<file path="config.mk">
export PLATFORM = sky130hd
export DESIGN_NAME = alu_exec
export DESIGN_NICKNAME = d
export VERILOG_FILES = /design/src/rtl/alu_pkg.sv /design/src/rtl/alu_mul_seq.sv /design/src/rtl/alu_exec.sv
export SDC_FILE = /design/constraint.sdc
export NUM_CORES = 1
export LEC_CHECK = 0
export CORE_MARGIN = 2
export CORE_UTILIZATION = 47
export CTS_BUF_LIST = sky130_fd_sc_hd__clkbuf_8
export CTS_CLUSTER_SIZE = 20
export DETAILED_ROUTE_END_ITERATION = 10
export HOLD_SLACK_MARGIN = 0.08
export PLACE_DENSITY = 0.67
export SLEW_MARGIN = 10
export SYNTH_ARGS = -nofsm -noshare
export SYNTH_HDL_FRONTEND = slang
export SYNTH_SLANG_ARGS = --single-unit
</file>
<file path="constraint.sdc">
create_clock -name clk -period 2.9 [get_ports clk]
set_input_delay 0.58 -clock clk [delete_from_list [all_inputs] [get_ports clk]]
set_output_delay 0.58 -clock clk [all_outputs]
set_load 0.01 [all_outputs]
</file>
<file path="src/rtl/alu_pkg.sv">
// Shared opcode and FSM state definitions for the alu_exec datapath.
package alu_pkg;

   typedef enum logic [2:0] {
      OP_ADD = 3'd0,
      OP_SUB = 3'd1,
      OP_AND = 3'd2,
      OP_OR  = 3'd3,
      OP_XOR = 3'd4,
      OP_SHL = 3'd5,
      OP_SHR = 3'd6,
      OP_MUL = 3'd7
   } op_t;

   typedef enum logic [1:0] {
      ST_IDLE = 2'd0,
      ST_EXEC = 2'd1,
      ST_MUL  = 2'd2,
      ST_DONE = 2'd3
   } state_t;

   function automatic logic is_mul(input logic [2:0] code);
      return code == OP_MUL;
   endfunction

endpackage

</file>
<file path="src/rtl/alu_mul_seq.sv">
// Sequential shift-add multiplier: one partial product per cycle,
// MAX_WIDTH iterations, done pulses the cycle after the last iteration.
module alu_mul_seq #(
   parameter int MAX_WIDTH = 8
) (
   input  logic                     clk,
   input  logic                     rst,
   input  logic                     start,
   input  logic [MAX_WIDTH-1:0]     mcand,
   input  logic [MAX_WIDTH-1:0]     mplier,
   output logic                     done,
   output logic [2*MAX_WIDTH-1:0]   product
);

   localparam int CW = $clog2(MAX_WIDTH);
   localparam logic [CW-1:0] LAST = CW'(MAX_WIDTH - 1);

   logic [2*MAX_WIDTH-1:0] prod_reg;
   logic [2*MAX_WIDTH-1:0] prod_next;
   logic [MAX_WIDTH-1:0]   mcand_reg;
   logic [CW-1:0]          cnt_reg;
   logic                   run_reg;
   logic                   done_reg;
   logic [MAX_WIDTH:0]     upper_sum;

   // Multiplier sits in the low half and is consumed LSB first while the
   // accumulated upper half (with its carry) shifts down into it.
   assign upper_sum = {1'b0, prod_reg[2*MAX_WIDTH-1:MAX_WIDTH]} + {1'b0, mcand_reg};

   always_comb begin
      prod_next = {1'b0, prod_reg[2*MAX_WIDTH-1:1]};
      if (prod_reg[0])
         prod_next = {upper_sum, prod_reg[MAX_WIDTH-1:1]};
   end

   always_ff @(posedge clk or negedge rst) begin
      if (!rst) begin
         prod_reg  <= '0;
         mcand_reg <= '0;
         cnt_reg   <= '0;
         run_reg   <= 1'b0;
         done_reg  <= 1'b0;
      end else begin
         done_reg <= 1'b0;
         if (start) begin
            prod_reg  <= {{MAX_WIDTH{1'b0}}, mplier};
            mcand_reg <= mcand;
            cnt_reg   <= '0;
            run_reg   <= 1'b1;
         end else if (run_reg) begin
            prod_reg <= prod_next;
            cnt_reg  <= cnt_reg + 1'b1;
            if (cnt_reg == LAST) begin
               run_reg  <= 1'b0;
               done_reg <= 1'b1;
            end
         end
      end
   end

   assign done    = done_reg;
   assign product = prod_reg;

endmodule

</file>
<file path="src/rtl/alu_exec.sv">
// Small execution unit: single-cycle ALU ops plus a multi-cycle multiplier,
// producing a registered result/carry and a one-cycle flag-update strobe.
module alu_exec
   import alu_pkg::*;
#(
   parameter int MAX_WIDTH = 8
) (
   input  logic                 clk,
   input  logic                 rst,
   input  logic                 start,
   input  logic [2:0]           op,
   input  logic [MAX_WIDTH-1:0] opa,
   input  logic [MAX_WIDTH-1:0] opb,
   output logic                 busy,
   output logic                 done,
   output logic [MAX_WIDTH-1:0] dataa,
   output logic                 carry,
   output logic                 enaf
);

   state_t                 state_reg;
   state_t                 state_next;
   op_t                    op_reg;
   logic [MAX_WIDTH-1:0]   a_reg;
   logic [MAX_WIDTH-1:0]   b_reg;
   logic                   accept;
   logic                   mul_start;
   logic                   mul_done;
   logic [2*MAX_WIDTH-1:0] mul_product;
   logic [MAX_WIDTH:0]     sum_ext;
   logic [MAX_WIDTH:0]     diff_ext;
   logic [MAX_WIDTH-1:0]   alu_res;
   logic                   alu_carry;

   assign accept    = (state_reg == ST_IDLE) && start;
   assign mul_start = accept && is_mul(op);

   alu_mul_seq #(.MAX_WIDTH(MAX_WIDTH)) u_mul (
      .clk     (clk),
      .rst     (rst),
      .start   (mul_start),
      .mcand   (opa),
      .mplier  (opb),
      .done    (mul_done),
      .product (mul_product)
   );

   always_ff @(posedge clk or negedge rst) begin
      if (!rst)
         state_reg <= ST_IDLE;
      else
         state_reg <= state_next;
   end

   always_comb begin
      state_next = state_reg;
      case (state_reg)
         ST_IDLE: if (start) state_next = is_mul(op) ? ST_MUL : ST_EXEC;
         ST_EXEC: state_next = ST_DONE;
         ST_MUL:  if (mul_done) state_next = ST_DONE;
         ST_DONE: state_next = ST_IDLE;
         default: state_next = ST_IDLE;
      endcase
   end

   always_comb begin
      busy = (state_reg == ST_EXEC) || (state_reg == ST_MUL);
      done = (state_reg == ST_DONE);
   end

   assign enaf = done;

   // Borrow falls out as bit MAX_WIDTH of the zero-extended difference.
   assign sum_ext  = {1'b0, a_reg} + {1'b0, b_reg};
   assign diff_ext = {1'b0, a_reg} - {1'b0, b_reg};

   always_comb begin
      alu_res   = '0;
      alu_carry = 1'b0;
      case (op_reg)
         OP_ADD: {alu_carry, alu_res} = sum_ext;
         OP_SUB: {alu_carry, alu_res} = diff_ext;
         OP_AND: alu_res = a_reg & b_reg;
         OP_OR:  alu_res = a_reg | b_reg;
         OP_XOR: alu_res = a_reg ^ b_reg;
         OP_SHL: begin
            alu_res   = {a_reg[MAX_WIDTH-2:0], 1'b0};
            alu_carry = a_reg[MAX_WIDTH-1];
         end
         OP_SHR: begin
            alu_res   = {1'b0, a_reg[MAX_WIDTH-1:1]};
            alu_carry = a_reg[0];
         end
         default: begin
            alu_res   = '0;
            alu_carry = 1'b0;
         end
      endcase
   end

   always_ff @(posedge clk or negedge rst) begin
      if (!rst) begin
         op_reg <= OP_ADD;
         a_reg  <= '0;
         b_reg  <= '0;
         dataa  <= '0;
         carry  <= 1'b0;
      end else begin
         if (accept) begin
            op_reg <= op_t'(op);
            a_reg  <= opa;
            b_reg  <= opb;
         end
         if (state_reg == ST_EXEC) begin
            dataa <= alu_res;
            carry <= alu_carry;
         end else if ((state_reg == ST_MUL) && mul_done) begin
            dataa <= mul_product[MAX_WIDTH-1:0];
            carry <= |mul_product[2*MAX_WIDTH-1:MAX_WIDTH];
         end
      end
   end

endmodule

</file>
==> results of run 1 <==
cell usage in the layout, fill, tap and decap left out, types with 3 or more instances in the layout:
| cell | count |
|---|---|
| nand2_1 | 68 |
| dfrtp_1 | 59 |
| ha_1 | 40 |
| a21oi_1 | 36 |
| o21ai_0 | 35 |
| inv_1 | 32 |
| clkdlybuf4s50_1 | 32 |
| nor2_1 | 30 |
| mux2i_1 | 23 |
| o21ai_1 | 15 |
| clkbuf_8 | 11 |
| nor3_1 | 9 |
| xnor2_1 | 9 |
| o21bai_1 | 7 |
| a211oi_1 | 7 |
| buf_4 | 7 |
| o22ai_1 | 6 |
| a21o_1 | 6 |
| nor2b_1 | 6 |
| nand3_1 | 4 |
| nand2b_1 | 4 |
| mux2_2 | 4 |
| nand4_1 | 3 |
| a221oi_1 | 3 |
| o211ai_1 | 3 |
| a22oi_1 | 3 |
| fa_1 | 3 |
power by group:
group	internal, mW	switching, mW	total [mW]
logic	1.77	2.17	3.95
registers	1.24	0.540	1.78
clock network	0.437	0.333	0.770
total	3.45	3.05	6.49
worst max-delay path by stage:
| stage | startpoint | end | slack (ns) | cells past startpoint |
|---|---|---|---|---|
| 4_1_cts | state_reg[0] | busy | 0.58 | 3 |
| 6_report | state_reg[0] | busy | 0.60 | 3 |
| 2_1_floorplan | u_mul.product[8] | u_mul.product[13] | 0.91 | 7 |
| 3_3_place_gp | a_reg[4] | dataa[7] | 0.69 | 8 |
| 5_1_grt | state_reg[0] | busy | 0.50 | 3 |
| 3_5_place_dp | a_reg[4] | dataa[7] | 0.65 | 8 |
final cells by class:
cell class                      instances  area [um^2]
Fill cell                             794         3882
Clock inverter                          4        50.05
Multi-Input combinational cell        366         2481
Timing Repair Buffer                   40        377.9
Clock buffer                           11        151.4
Sequential cell                        59         1476
Inverter                               33        123.9
Tap cell                              108        135.1
stage by stage:
step	std cells	cell area, um^2	setup slack (ns)
final	621	4796	0.5969
after floorplan	485	4198	0.9053
after CTS	621	4796	0.5811
after global placement	606	4594	0.6877
after global routing	621	4796	0.5013
after detailed placement	606	4594	0.6515
critical path, stage by stage, from the launching register on:
cell and delay (ns):
dfrtp_1 0.41, inv_1 0.10, ha_1 0.33, clkdlybuf4s50_1 0.54
metal layers:
layer	up-vias	GRT usage (%)	wire (um)
met3	23	4.397	726
li1	1734	-	-
met5	-	0	0
met2	144	36.32	5201
met1	1793	34.09	4980
met4	0	7.271	191
logic make-up (layout without fill, tap and decap cells):
logic type	Yosys count	in the layout	share of synthesized area, %
simple gates	139	139	14.58
mux	30	30	7.630
buf+inv	60	88	5.782
compound gates	143	143	21.19
xor+xnor	11	11	2.295
fa+ha+maj	43	43	13.35
flops	59	59	35.17
==> flow_metrics.env, run 1 <==
export IMPL_vias=3694
export IMPL_ys_ff_latch=59
export IMPL_reg2reg_depth=8
export IMPL_drc=0
export IMPL_reg2reg_slack_ns=0.60
export IMPL_yosysTopAreaCellShare_pct=35.17
export IMPL_gp_congestion=0.9209
export IMPL_fin_hold_ws_ns=0.3838
export IMPL_period_share_pct=79.42
export IMPL_post_cts_resized=0
export IMPL_overflow=0
export IMPL_endpoint_kind="output pin"
export IMPL_die_w_um=98.51
export IMPL_synth_seq_area_share_pct=35.17
export IMPL_clock_sinks=59
export IMPL_rr_endpoint="dataa[7]"
export IMPL_worstReg2RegStart="a_reg[4]"
export IMPL_drive_above_1_share_pct=6.628
export IMPL_clk_pin_slew_ns=0.07
export IMPL_min_path_type="input port to asynchronous set/reset pin"
export IMPL_post_cts_setup_buffers=0
export IMPL_final_max_slew_viol_count=0
export IMPL_p_total_mw=6.494
export IMPL_rsz0062_at_grt="no"
export IMPL_antenna_found_initial=0
export IMPL_start_util_pct=48.37
export IMPL_yosysWarnings=0
export IMPL_synth_ff_type="dfrtp_1"
export IMPL_grt_usage_pct=23.64
export IMPL_max_freq_mhz=434.2
export IMPL_die_area_mm2=0.009703
export IMPL_netlist_area_mm2=0.004198
export IMPL_grt_max_degree=60
export IMPL_detail_route_antenna_nets=0
export IMPL_tns_ns=0
export IMPL_root_buffer="clkbuf_8"
export IMPL_clk_path_buf_depth=2
export IMPL_worstPathMaxFanout=4
export IMPL_final_util_pct=55.26
export IMPL_finClkSkew_ns=0.01004
export IMPL_dp_hpwl_um=8188
export IMPL_top_level_ports=34
export IMPL_synth_distinct_cells=62
export IMPL_startpoint_type="register"
export IMPL_htreeDepth=3
export IMPL_grt_first_pass_wirelength_um=18350
export IMPL_rows=34
export IMPL_maxSlewHeadroom_pct=49.12
export IMPL_drv_cap=0
export IMPL_dieHeight_um=98.51
export IMPL_outcome="complete, no violations"
export IMPL_synthArstFlopShare_pct=100.0
export IMPL_cts_hold_buf=0
export IMPL_antenna_cells=0
export IMPL_firstDrtPassIters=5
export IMPL_period_needed_ns=2.303
export IMPL_clock_latency_ns=0.34
export IMPL_synth_edff_count=0
export IMPL_worst_ep_arrival_time_ns=1.72
export IMPL_synthTopCellsByCount="nand2_1 (68), dfrtp_1 (59), ha_1 (40)"
export IMPL_drt_iter0_drc=372
export IMPL_syn_area_per_cell_um2=8.655
export IMPL_vias_per_cell=5.948
export IMPL_power_density_mw_per_mm2=1354
export IMPL_hold_viol_final=0
export IMPL_first_global_vias=3530
export IMPL_tightest_slew_ns=0.7632
export IMPL_crit_type="register to output pin"
export IMPL_setup_viol=0
export IMPL_syn_nets=550
export IMPL_finalNetCount=574
export IMPL_leakagePower_nw=2.179
export IMPL_synth_most_common_cell="nand2_1"
export IMPL_area_growth_pct=14.25
export IMPL_numCtsBuffers=9
export IMPL_ir_worst_vdd_mv=0.5613
export IMPL_synth_area_leader_cell="dfrtp_1"
export IMPL_wl_um=11100
export IMPL_postSynthCellCount=485
export IMPL_numPortBuffers=33
export IMPL_largest_register_ffs=16
export IMPL_synth_area_top_cells="dfrtp_1 (35%), ha_1 (12%), nand2_1 (6.1%), mux2i_1 (5.5%), a21oi_1 (4.3%)"
export IMPL_drt_wirelength_per_cell_um=17.87
export IMPL_core_area_mm2=0.008678
export IMPL_worstPathRequired_ns=2.32
export IMPL_cts_tree="done"
No activity file was read; power rests on OpenSTA's default activity.
==> run 2: changes to the inputs <==
--- a/config.mk
+++ b/config.mk
@@ -11,7 +11,7 @@
 export CTS_CLUSTER_SIZE = 20
 export DETAILED_ROUTE_END_ITERATION = 10
 export HOLD_SLACK_MARGIN = 0.08
-export PLACE_DENSITY = 0.67
+export PLACE_DENSITY = 0.69
 export SLEW_MARGIN = 10
 export SYNTH_ARGS = -nofsm -noshare
 export SYNTH_HDL_FRONTEND = slang
==> constraint.sdc (replaced) <==
create_clock -name clk -period 2 [get_ports clk]
set_input_delay 0.4 -clock clk [delete_from_list [all_inputs] [get_ports clk]]
set_output_delay 0.4 -clock clk [all_outputs]
set_load 0.01 [all_outputs]
==> run 2 against run 1 <==
Against the previous run:
- the flow now finishes with violations (setup timing)
- clock power rose by 32%
- register-to-register slack got worse by 0.61 ns
- setup slack got worse by 0.61 ns
- critical path type is now register to register
- critical endpoint is now dataa[1]
- largest cell class unchanged
- largest power group unchanged
==> flow_metrics.env, run 2 (synthesis results as in run 1) <==
export IMPL_first_global_vias=3813
export IMPL_period_share_pct=100.8
export IMPL_wl_um=11720
export IMPL_core_area_mm2=0.008678
export IMPL_grt_usage_pct=25.62
export IMPL_largest_register_ffs=16
export IMPL_fin_ws_ns=-0.01687
export IMPL_p_sw_mw=4.645
export IMPL_worstPathRequired_ns=2.22
export IMPL_grt_first_pass_wirelength_um=19670
export IMPL_clock_latency_ns=0.34
export IMPL_htreeDepth=3
export IMPL_die_w_um=98.51
export IMPL_antenna_cells=0
export IMPL_violations="setup timing"
export IMPL_detail_route_antenna_nets=0
export IMPL_hold_viol_final=0
export IMPL_finClkSkew_ns=0.007096
export IMPL_worstPathMaxFanout=3
export IMPL_gp_congestion=0.9214
export IMPL_crit_type="register to register"
export IMPL_clk_path_buf_depth=2
export IMPL_internal_power_mw=5.487
export IMPL_finalNetCount=611
export IMPL_seqPwrFrac_pct=23.8
export IMPL_drt_iter0_drc=303
export IMPL_reg2reg_depth=6
export IMPL_root_buffer="clkbuf_8"
export IMPL_crit_slowest_cell="fa_1"
export IMPL_leakagePower_nw=2.379
export IMPL_drive_above_1_share_pct=16.18
export IMPL_die_area_mm2=0.009703
export IMPL_hold_depth=2
export IMPL_top_level_ports=34
export IMPL_tightest_slew_ns=0.7047
export IMPL_worst_ep_arrival_time_ns=2.24
export IMPL_endpoint_kind="register"
export IMPL_start_util_pct=48.37
export IMPL_drt_wirelength_per_cell_um=17.81
export IMPL_final_util_pct=59.80
export IMPL_vias_per_cell=5.669
export IMPL_vias=3730
export IMPL_final_max_slew_viol_count=0
export IMPL_drc=0
export IMPL_final_common_cell="nand2_1"
export IMPL_startpoint_type="register"
export IMPL_crit_path_max_incr_delay_ns=0.48
export IMPL_dp_hpwl_um=8676
export IMPL_period_needed_ns=2.017
export IMPL_outcome="finished with violations"
export IMPL_clock_sinks=59
export IMPL_pre_cts_slack_ns=-0.1229
export IMPL_max_freq_mhz=495.8
export IMPL_clkPwrFrac_pct=10.0
export IMPL_maxSlewHeadroom_pct=53.02
export IMPL_cp_cell_sequence="ha_4, fa_1, inv_1, mux4_2, o211ai_1, a21oi_1"
export IMPL_swShare_pct=45.85
export IMPL_power_density_mw_per_mm2=1952
export IMPL_rsz0062_at_grt="yes"
export IMPL_overflow=0
export IMPL_clk_pin_slew_ns=0.07
export IMPL_min_path_type="register to register"
export IMPL_combPwrFrac_pct=66.1
export IMPL_firstDrtPassIters=5
export IMPL_cts_tree="done"
export IMPL_numPortBuffers=33
export IMPL_numCtsBuffers=9
export IMPL_setup_viol=1
export IMPL_rows=34
export IMPL_antenna_found_initial=0
export IMPL_area_growth_pct=23.64
export IMPL_dieHeight_um=98.51
export IMPL_grt_max_degree=60
export IMPL_fillers=801
export IMPL_drv_cap=0
export IMPL_ir_worst_vdd_mv=0.8163
export IMPL_layout_common_cells="nand2_1 (68), dfrtp_1 (57), buf_4 (39), ha_1 (36), o21ai_0 (35)"
-- run 2: worst paths after layout --
path | endpoint | slack, ns | startpoint
worst max-delay path | dataa[1] | -0.02 | b_reg[0]
worst min-delay path | u_mul.mcand_reg[0] | 0.49 | u_mul.mcand_reg[0]
worst max register to register | dataa[1] | -0.02 | b_reg[0]
worst min register to register | u_mul.mcand_reg[0] | 0.49 | u_mul.mcand_reg[0]
max in group asynchronous | a_reg[3] | 1.11 | rst
min in group asynchronous | u_mul.done | 0.60 | rst
-- run 2: power groups by stage --
stage	clock network, mW	logic, mW	registers, mW
global route	1.10	7.43	2.50
floorplan	0	4.41	2.23
global placement	0	6.26	2.40
detailed placement	0	6.36	2.42
CTS	1.04	6.46	2.41
finish	1.02	6.70	2.42
-- run 2: layer usage --
metal  global-route usage, %  routed length, um  up-vias
met3                   4.894                537       19
met2                   40.19               5455       97
met5                       0                  0        -
li1                        -                  -     1815
met4                   6.955                199        0
met1                   36.53               5529     1799
-- run 2: metrics by stage --
stage / total power, mW / instance area, um^2 / setup TNS, ns / hold slack (ns) / cells
after floorplan: 6.642 / 4198 / 0 / 0.1044 / 485
after global placement: 8.657 / 4900 / -0.09318 / 0.4319 / 640
after detailed placement: 8.778 / 4900 / -0.2688 / 0.4411 / 640
after CTS: 9.914 / 5122 / -0.03187 / 0.4877 / 656
after global routing: 11.03 / 5190 / -0.4543 / 0.5280 / 658
final: 10.13 / 5190 / -0.01687 / 0.4906 / 658
-- run 2: area by class of cell --
cell class / instances / area, um^2 / share of cell area (%)
multi-input cells: 366 / 2566 / 49.45
repair buffers: 77 / 706.9 / 13.62
well taps: 108 / 135.1 / 2.604
inverters: 33 / 123.9 / 2.387
flip-flops and latches: 59 / 1479 / 28.50
clock inverters: 3 / 13.76 / 0.2652
clock buffers: 12 / 165.2 / 3.182
-- run 2: worst max-delay path: cells and delay by family, from the launching register on --
family	cells	cell delay (ns)
adder cells (fa/ha/maj)	2	0.67
multiplexers	1	0.46
flip-flops	1	0.44
AO/OA/AOI/OAI	2	0.29
buffers and inverters	1	0.05
-- run 2: repair_timing --
item | 4_1_cts | 5_1_grt
endpoints found under the hold margin | 33 | 0
resized for setup | 9 | 14
pin swaps | 1 | 15
buffers inserted | 0 | 2
setup endpoints to repair | 9 | 10
hold buffers | 1 | 0
